## src/rtl/lp_ser_pkg.sv

```systemverilog
// Shared widths and types for the low-power tree serializer.
package lp_ser_pkg;

  localparam int SER_WIDTH  = 16;
  localparam int SER_LEVELS = $clog2(SER_WIDTH);

  typedef logic [SER_WIDTH-1:0]  ser_word_t;
  typedef logic [SER_LEVELS-1:0] ser_cnt_t;

endpackage

```

## src/rtl/lp_ser_mux_stage.sv

```systemverilog
// One registered 2:1 tree layer: N inputs fold to N/2 held outputs, reloaded only when enabled.
// data_o is the value the layer holds after the coming edge, so later layers see it without a cycle of skew.
module lp_ser_mux_stage #(
  parameter int N = 2
) (
  input  logic           clk_i,
  input  logic           rst_ni,
  input  logic           en_i,
  input  logic           sel_i,
  input  logic [N-1:0]   data_i,
  output logic [N/2-1:0] data_o
);

  logic [N/2-1:0] data_q;
  logic [N/2-1:0] data_d;

  // sel_i picks the lower or upper half, so the widest layer decides the MSB of the bit index.
  always_comb begin
    // NOTE: default to the held value first so the enable-off path never infers a latch.
    data_d = data_q;
    if (en_i) begin
      data_d = sel_i ? data_i[N-1:N/2] : data_i[N/2-1:0];
    end
  end

  always_ff @(posedge clk_i) begin
    if (!rst_ni) begin
      data_q <= '0;
    end else begin
      data_q <= data_d;
    end
  end

  assign data_o = data_d;

endmodule

```

## src/rtl/lp_tree_serializer_core.sv

```systemverilog
// 16:1 binary-tree serializer: one parallel capture per frame, LSB-first continuous serial stream.
// Wide layers reload rarely (every 8, 4, 2 cycles), only the final 1-bit layer toggles each clock.
module lp_tree_serializer_core
  import lp_ser_pkg::*;
#(
  parameter int WIDTH = SER_WIDTH
) (
  input  logic             CLK,
  input  logic             RESET,
  input  logic [WIDTH-1:0] PAR_IN,
  output logic             SERIAL_OUT
);

  localparam int LEVELS = $clog2(WIDTH);

  logic [LEVELS-1:0] cnt_q, cnt_d;
  logic [LEVELS-1:0] ph_q;
  logic [WIDTH-1:0]  leaf_q, leaf_d;
  logic              out_q, out_d;

  // Flat bus of every tree level: leaf at the bottom, each layer half as wide stacked above it.
  wire [2*WIDTH-2:0] tree;

  assign tree[WIDTH-1:0] = leaf_q;

  // ph_q trails cnt_q by one edge and is the index of the bit the output flop loads next.
  for (genvar s = 1; s <= LEVELS; s++) begin : g_stage
    localparam int N      = WIDTH >> (s - 1);
    localparam int IN_LO  = 2*WIDTH - 2*N;
    localparam int OUT_LO = 2*WIDTH - N;

    logic en;
    if (s == LEVELS) begin : g_always
      assign en = 1'b1;
    end else begin : g_gated
      assign en = (ph_q[LEVELS-s-1:0] == '0);
    end

    lp_ser_mux_stage #(.N(N)) u_stage (
      .clk_i  (CLK),
      .rst_ni (RESET),
      .en_i   (en),
      .sel_i  (ph_q[LEVELS-s]),
      .data_i (tree[IN_LO +: N]),
      .data_o (tree[OUT_LO +: N/2])
    );
  end

  always_comb begin
    cnt_d  = cnt_q + LEVELS'(1);
    leaf_d = (cnt_q == '0) ? PAR_IN : leaf_q;
    out_d  = tree[2*WIDTH-2];
  end

  always_ff @(posedge CLK) begin
    if (!RESET) begin
      cnt_q  <= '0;
      ph_q   <= '1;
      leaf_q <= '0;
      out_q  <= 1'b0;
    end else begin
      cnt_q  <= cnt_d;
      ph_q   <= cnt_q;
      leaf_q <= leaf_d;
      out_q  <= out_d;
    end
  end

  assign SERIAL_OUT = out_q;

endmodule

```

## config.mk

```make
export PLATFORM = sky130hd
export DESIGN_NAME = lp_tree_serializer_core
export DESIGN_NICKNAME = d
export VERILOG_FILES = /design/src/rtl/lp_ser_pkg.sv /design/src/rtl/lp_ser_mux_stage.sv /design/src/rtl/lp_tree_serializer_core.sv
export SDC_FILE = /design/constraint.sdc
export NUM_CORES = 1
export LEC_CHECK = 0
export BUFFER_PORTS_ARGS = -buffer_cell sky130_fd_sc_hd__buf_2
export CORE_UTILIZATION = 38
export CTS_BUF_LIST = sky130_fd_sc_hd__clkbuf_8
export CTS_CLUSTER_SIZE = 20
export DETAILED_ROUTE_END_ITERATION = 6
export PLACE_DENSITY = 0.67
export SLEW_MARGIN = 20
export SYNTH_ARGS = -nofsm -noshare
export SYNTH_HDL_FRONTEND = slang
export SYNTH_SLANG_ARGS = --single-unit
```

## constraint.sdc

```tcl
create_clock -name CLK -period 1.3 [get_ports CLK]
set_input_delay 0.13 -clock CLK [delete_from_list [all_inputs] [get_ports CLK]]
set_output_delay 0.13 -clock CLK [all_outputs]
set_load 0.02 [all_outputs]
```

==> flow_summary_export.csv <==
group,metric,value,unit
status,status,"complete, but fails checks",
status,violations,"negative setup slack",
sta,slew-limit-headroom,77.1,%
global_route,grt-ovfl-total,0,
global_route,grt_start_max_net_pins,19,
power_and_ir_drop,power_density,1390,nW/um2
setup_path,worstPathArrival,1470,ps
clock_tree,path_clk_slew,60,ps
global_route,grt_pass1_vias,980,
yosys,netlist_instances,145,
power_and_ir_drop,ir_worst_vdd,0.758,mV
clock_tree,hold_buffers,0,
yosys,yosys_warnings,0,
cells_and_area,design_area,1580,um2
sta,fin_crit_sh,100,%
yosys,syn_area,1280,um2
floorplanning,die_w,60.0,um
cells_and_area,final_util,50.5,%
sta,fin_crit,1300,ps
clock_tree,cts_made_buffers,5,
cells_and_area,most-common-layout-cells,"dfxtp_1 (30), nand2_1 (29), buf_2 (18)",
placed_design,dp_cells,203,
power_and_ir_drop,power.total,2.20,mW
sta,setup_tns,-5.99,ps
sta,rsz0062_at_grt,"yes",
placed_design,dpl.hpwl,1760,um
sta,fmax,767,MHz
yosys,yosysSeqAreaShare,50.0,%
yosys,synthArstFlopShare,0,%
floorplanning,core,3130,um2
clock_tree,max-clock-path-buffers,2,
yosys,synth_top_area_cell,"dfxtp_1",
cells_and_area,syn_to_final_growth,23.4,%
floorplanning,fp.dieArea,3600,um2
placed_design,portBuffers,18,
yosys,ys_top_cells_by_area,"dfxtp_1 (50%), nand2_1 (11%), a21oi_1 (6.3%), mux2i_1 (3.9%), mux2_2 (2.6%)",
cells_and_area,layout.cells.non_filler,214,
drt,dr_total_vias,1007,
placed_design,dp_slack,-49.5,ps
yosys,synth_top_area_share,50.0,%
power_and_ir_drop,intPower,1.63,mW
setup_path,crit_slowest_cell,"or3b_4",
min_path,worstHoldPathType,"in2reg",
sta,hold_viol,0,
power_and_ir_drop,power.share.clock,35.2,%
yosys,synth_cell_types,29,
setup_path,cp_num_buf_inv,2,
yosys,synth_edf_count,0,
sta,timing.final.ws_setup,-4.22,ps
drt,routed_wl,2610,um
min_path,min_from,"PAR_IN[4]",
setup_path,worstSetupStartpoint,"cnt_q[1]",
placed_design,placed_cell_area,1420,um2
yosys,synth-main-ff-cell,"dfxtp_1",
placed_design,finalWeightedCongestion,0.768,
drt,firstDrtPassIters,4,
power_and_ir_drop,combPwrFrac,14.2,%
sta,skew,4.07,ps
global_route,grt_pass1_wl,4400,um
setup_path,criticalPathCategory,"reg2reg",
sta,whs,80.1,ps
global_route,grt.total_usage,17.3,%
flow_run,cap_violations,0,
sta,final_max_slew_viol_count,0,
power_and_ir_drop,swShare,26.0,%
clock_tree,clockRootBuffer,"clkbuf_8",
cells_and_area,fin_nets,189,
drt,drc,0,
clock_tree,tritoncts,"yes",
yosys,synth_seq_cells,32,
sta,tightest_slew,342,ps
cells_and_area,final_common_cell,"dfxtp_1",
power_and_ir_drop,p_sw,572,uW
power_and_ir_drop,p_leak,0.660,nW
clock_tree,htreeDepth,2,
cells_and_area,drive_gt1_share,32.9,%
drt,drt_iter0_drc,24,
power_and_ir_drop,seqPwrFrac,50.6,%
setup_path,critPathMaxFanout,8,
drt,avgRoutedWirePerCell,12.2,um
setup_path,critical-path-max-stage-delay,390,ps
setup_path,path_cells,"inv_2 > ha_4 > or3b_4 > buf_6 > nand2_1 > a21oi_1",
cells_and_area,diodes,0,
sta,finalSetupViolCount,2,
setup_path,critPathLaunchType,"flop",
setup_path,timing.rr.start,"cnt_q[1]",
floorplanning,ioPinCount,19,
clock_tree,clk_latency,280,ps
floorplanning,row_count,20,
setup_path,required,1470,ps
setup_path,end_kind,"flop",
floorplanning,die_y,60.0,um
clock_tree,clock_sinks,32,
global_route,antenna_found_initial,0,
setup_path,crit_family,"simple AND/OR/NAND/NOR gates",
floorplanning,start_util,40.9,%
drt,antenna_left,0,
yosys,syn_avg_cell_area,8.83,um2
yosys,syn-num-nets,165,
drt,viasPerCell,4.71,
## power by group through the flow
stage                     registers [mW]  logic, mW  clock network (mW)
after floorplan                     1.11      0.213                   0
after global placement              1.13      0.252                   0
after detailed placement            1.13      0.262                   0
after CTS                           1.11      0.303               0.800
after global routing                1.12      0.349               0.850
final                               1.11      0.314               0.774
## worst register-to-register path: cells and delay by family (launching register included)
| kind | cells | cell delay [ps] |
|---|---|---|
| simple gates | 2 | 460 |
| flops | 1 | 330 |
| buf+inv | 2 | 230 |
| fa+ha+maj | 1 | 120 |
| compound gates | 1 | 60 |
## final cells by class
type / instances / area (um2)
multi-input cells: 97 / 597
flip-flops and latches: 32 / 643
repair buffers: 28 / 173
well taps: 44 / 55.1
clock inverters: 2 / 10.0
clock buffers: 6 / 82.6
inverters: 5 / 18.8
fillers: 298 / 1550
## path summary, 6_finish.rpt
path / endpoint / slack (ps) / depth (start not counted)
setup / recovery: leaf_q[11] / -4 / 6
hold / removal: leaf_q[4] / 80 / 3
setup reg to reg: leaf_q[11] / -4 / 6
hold reg to reg: leaf_q[8] / 460 / 2
## cells by family after synthesis
family | share of synthesized area [%]
mux | 6.55
simple gates | 20.7
compound gates | 13.0
buf+inv | 6.35
xor+xnor | 1.37
flops | 50.0
fa+ha+maj | 1.95
## flip-flops by register name (all words and copies together), names as in the netlist
register / count
g_stage.u_stage.data_q: 7
SERIAL_OUT: 1
cnt_q: 4
leaf_q: 16
ph_q: 4
## metal layers
| metal | wire length (um) | global-route usage (%) |
|---|---|---|
| met1 | 1170 | 21.2 |
| met2 | 1270 | 27.0 |
| met3 | 115 | 5.84 |
| met5 | 0 | 0 |
| met4 | 48 | 8.31 |
## repair_timing
item,CTS,global route
pin swaps,1,0
gates cloned,1,0
buffers inserted,2,0
setup endpoints to repair,16,16
gates resized for setup,6,8
## Yosys cell counts (3+ instances only)
| cell | count |
|---|---|
| nand2b_1 | 3 |
| dfxtp_1 | 32 |
| a211oi_1 | 4 |
| inv_1 | 5 |
| mux2_2 | 3 |
| nand2_1 | 37 |
| a21oi_1 | 16 |
| clkbuf_1 | 4 |
| nor2_1 | 7 |
| a31oi_1 | 3 |
| mux2i_1 | 5 |
| nand3_1 | 3 |
| buf_2 | 4 |
(Power assumes the default switching activity.)
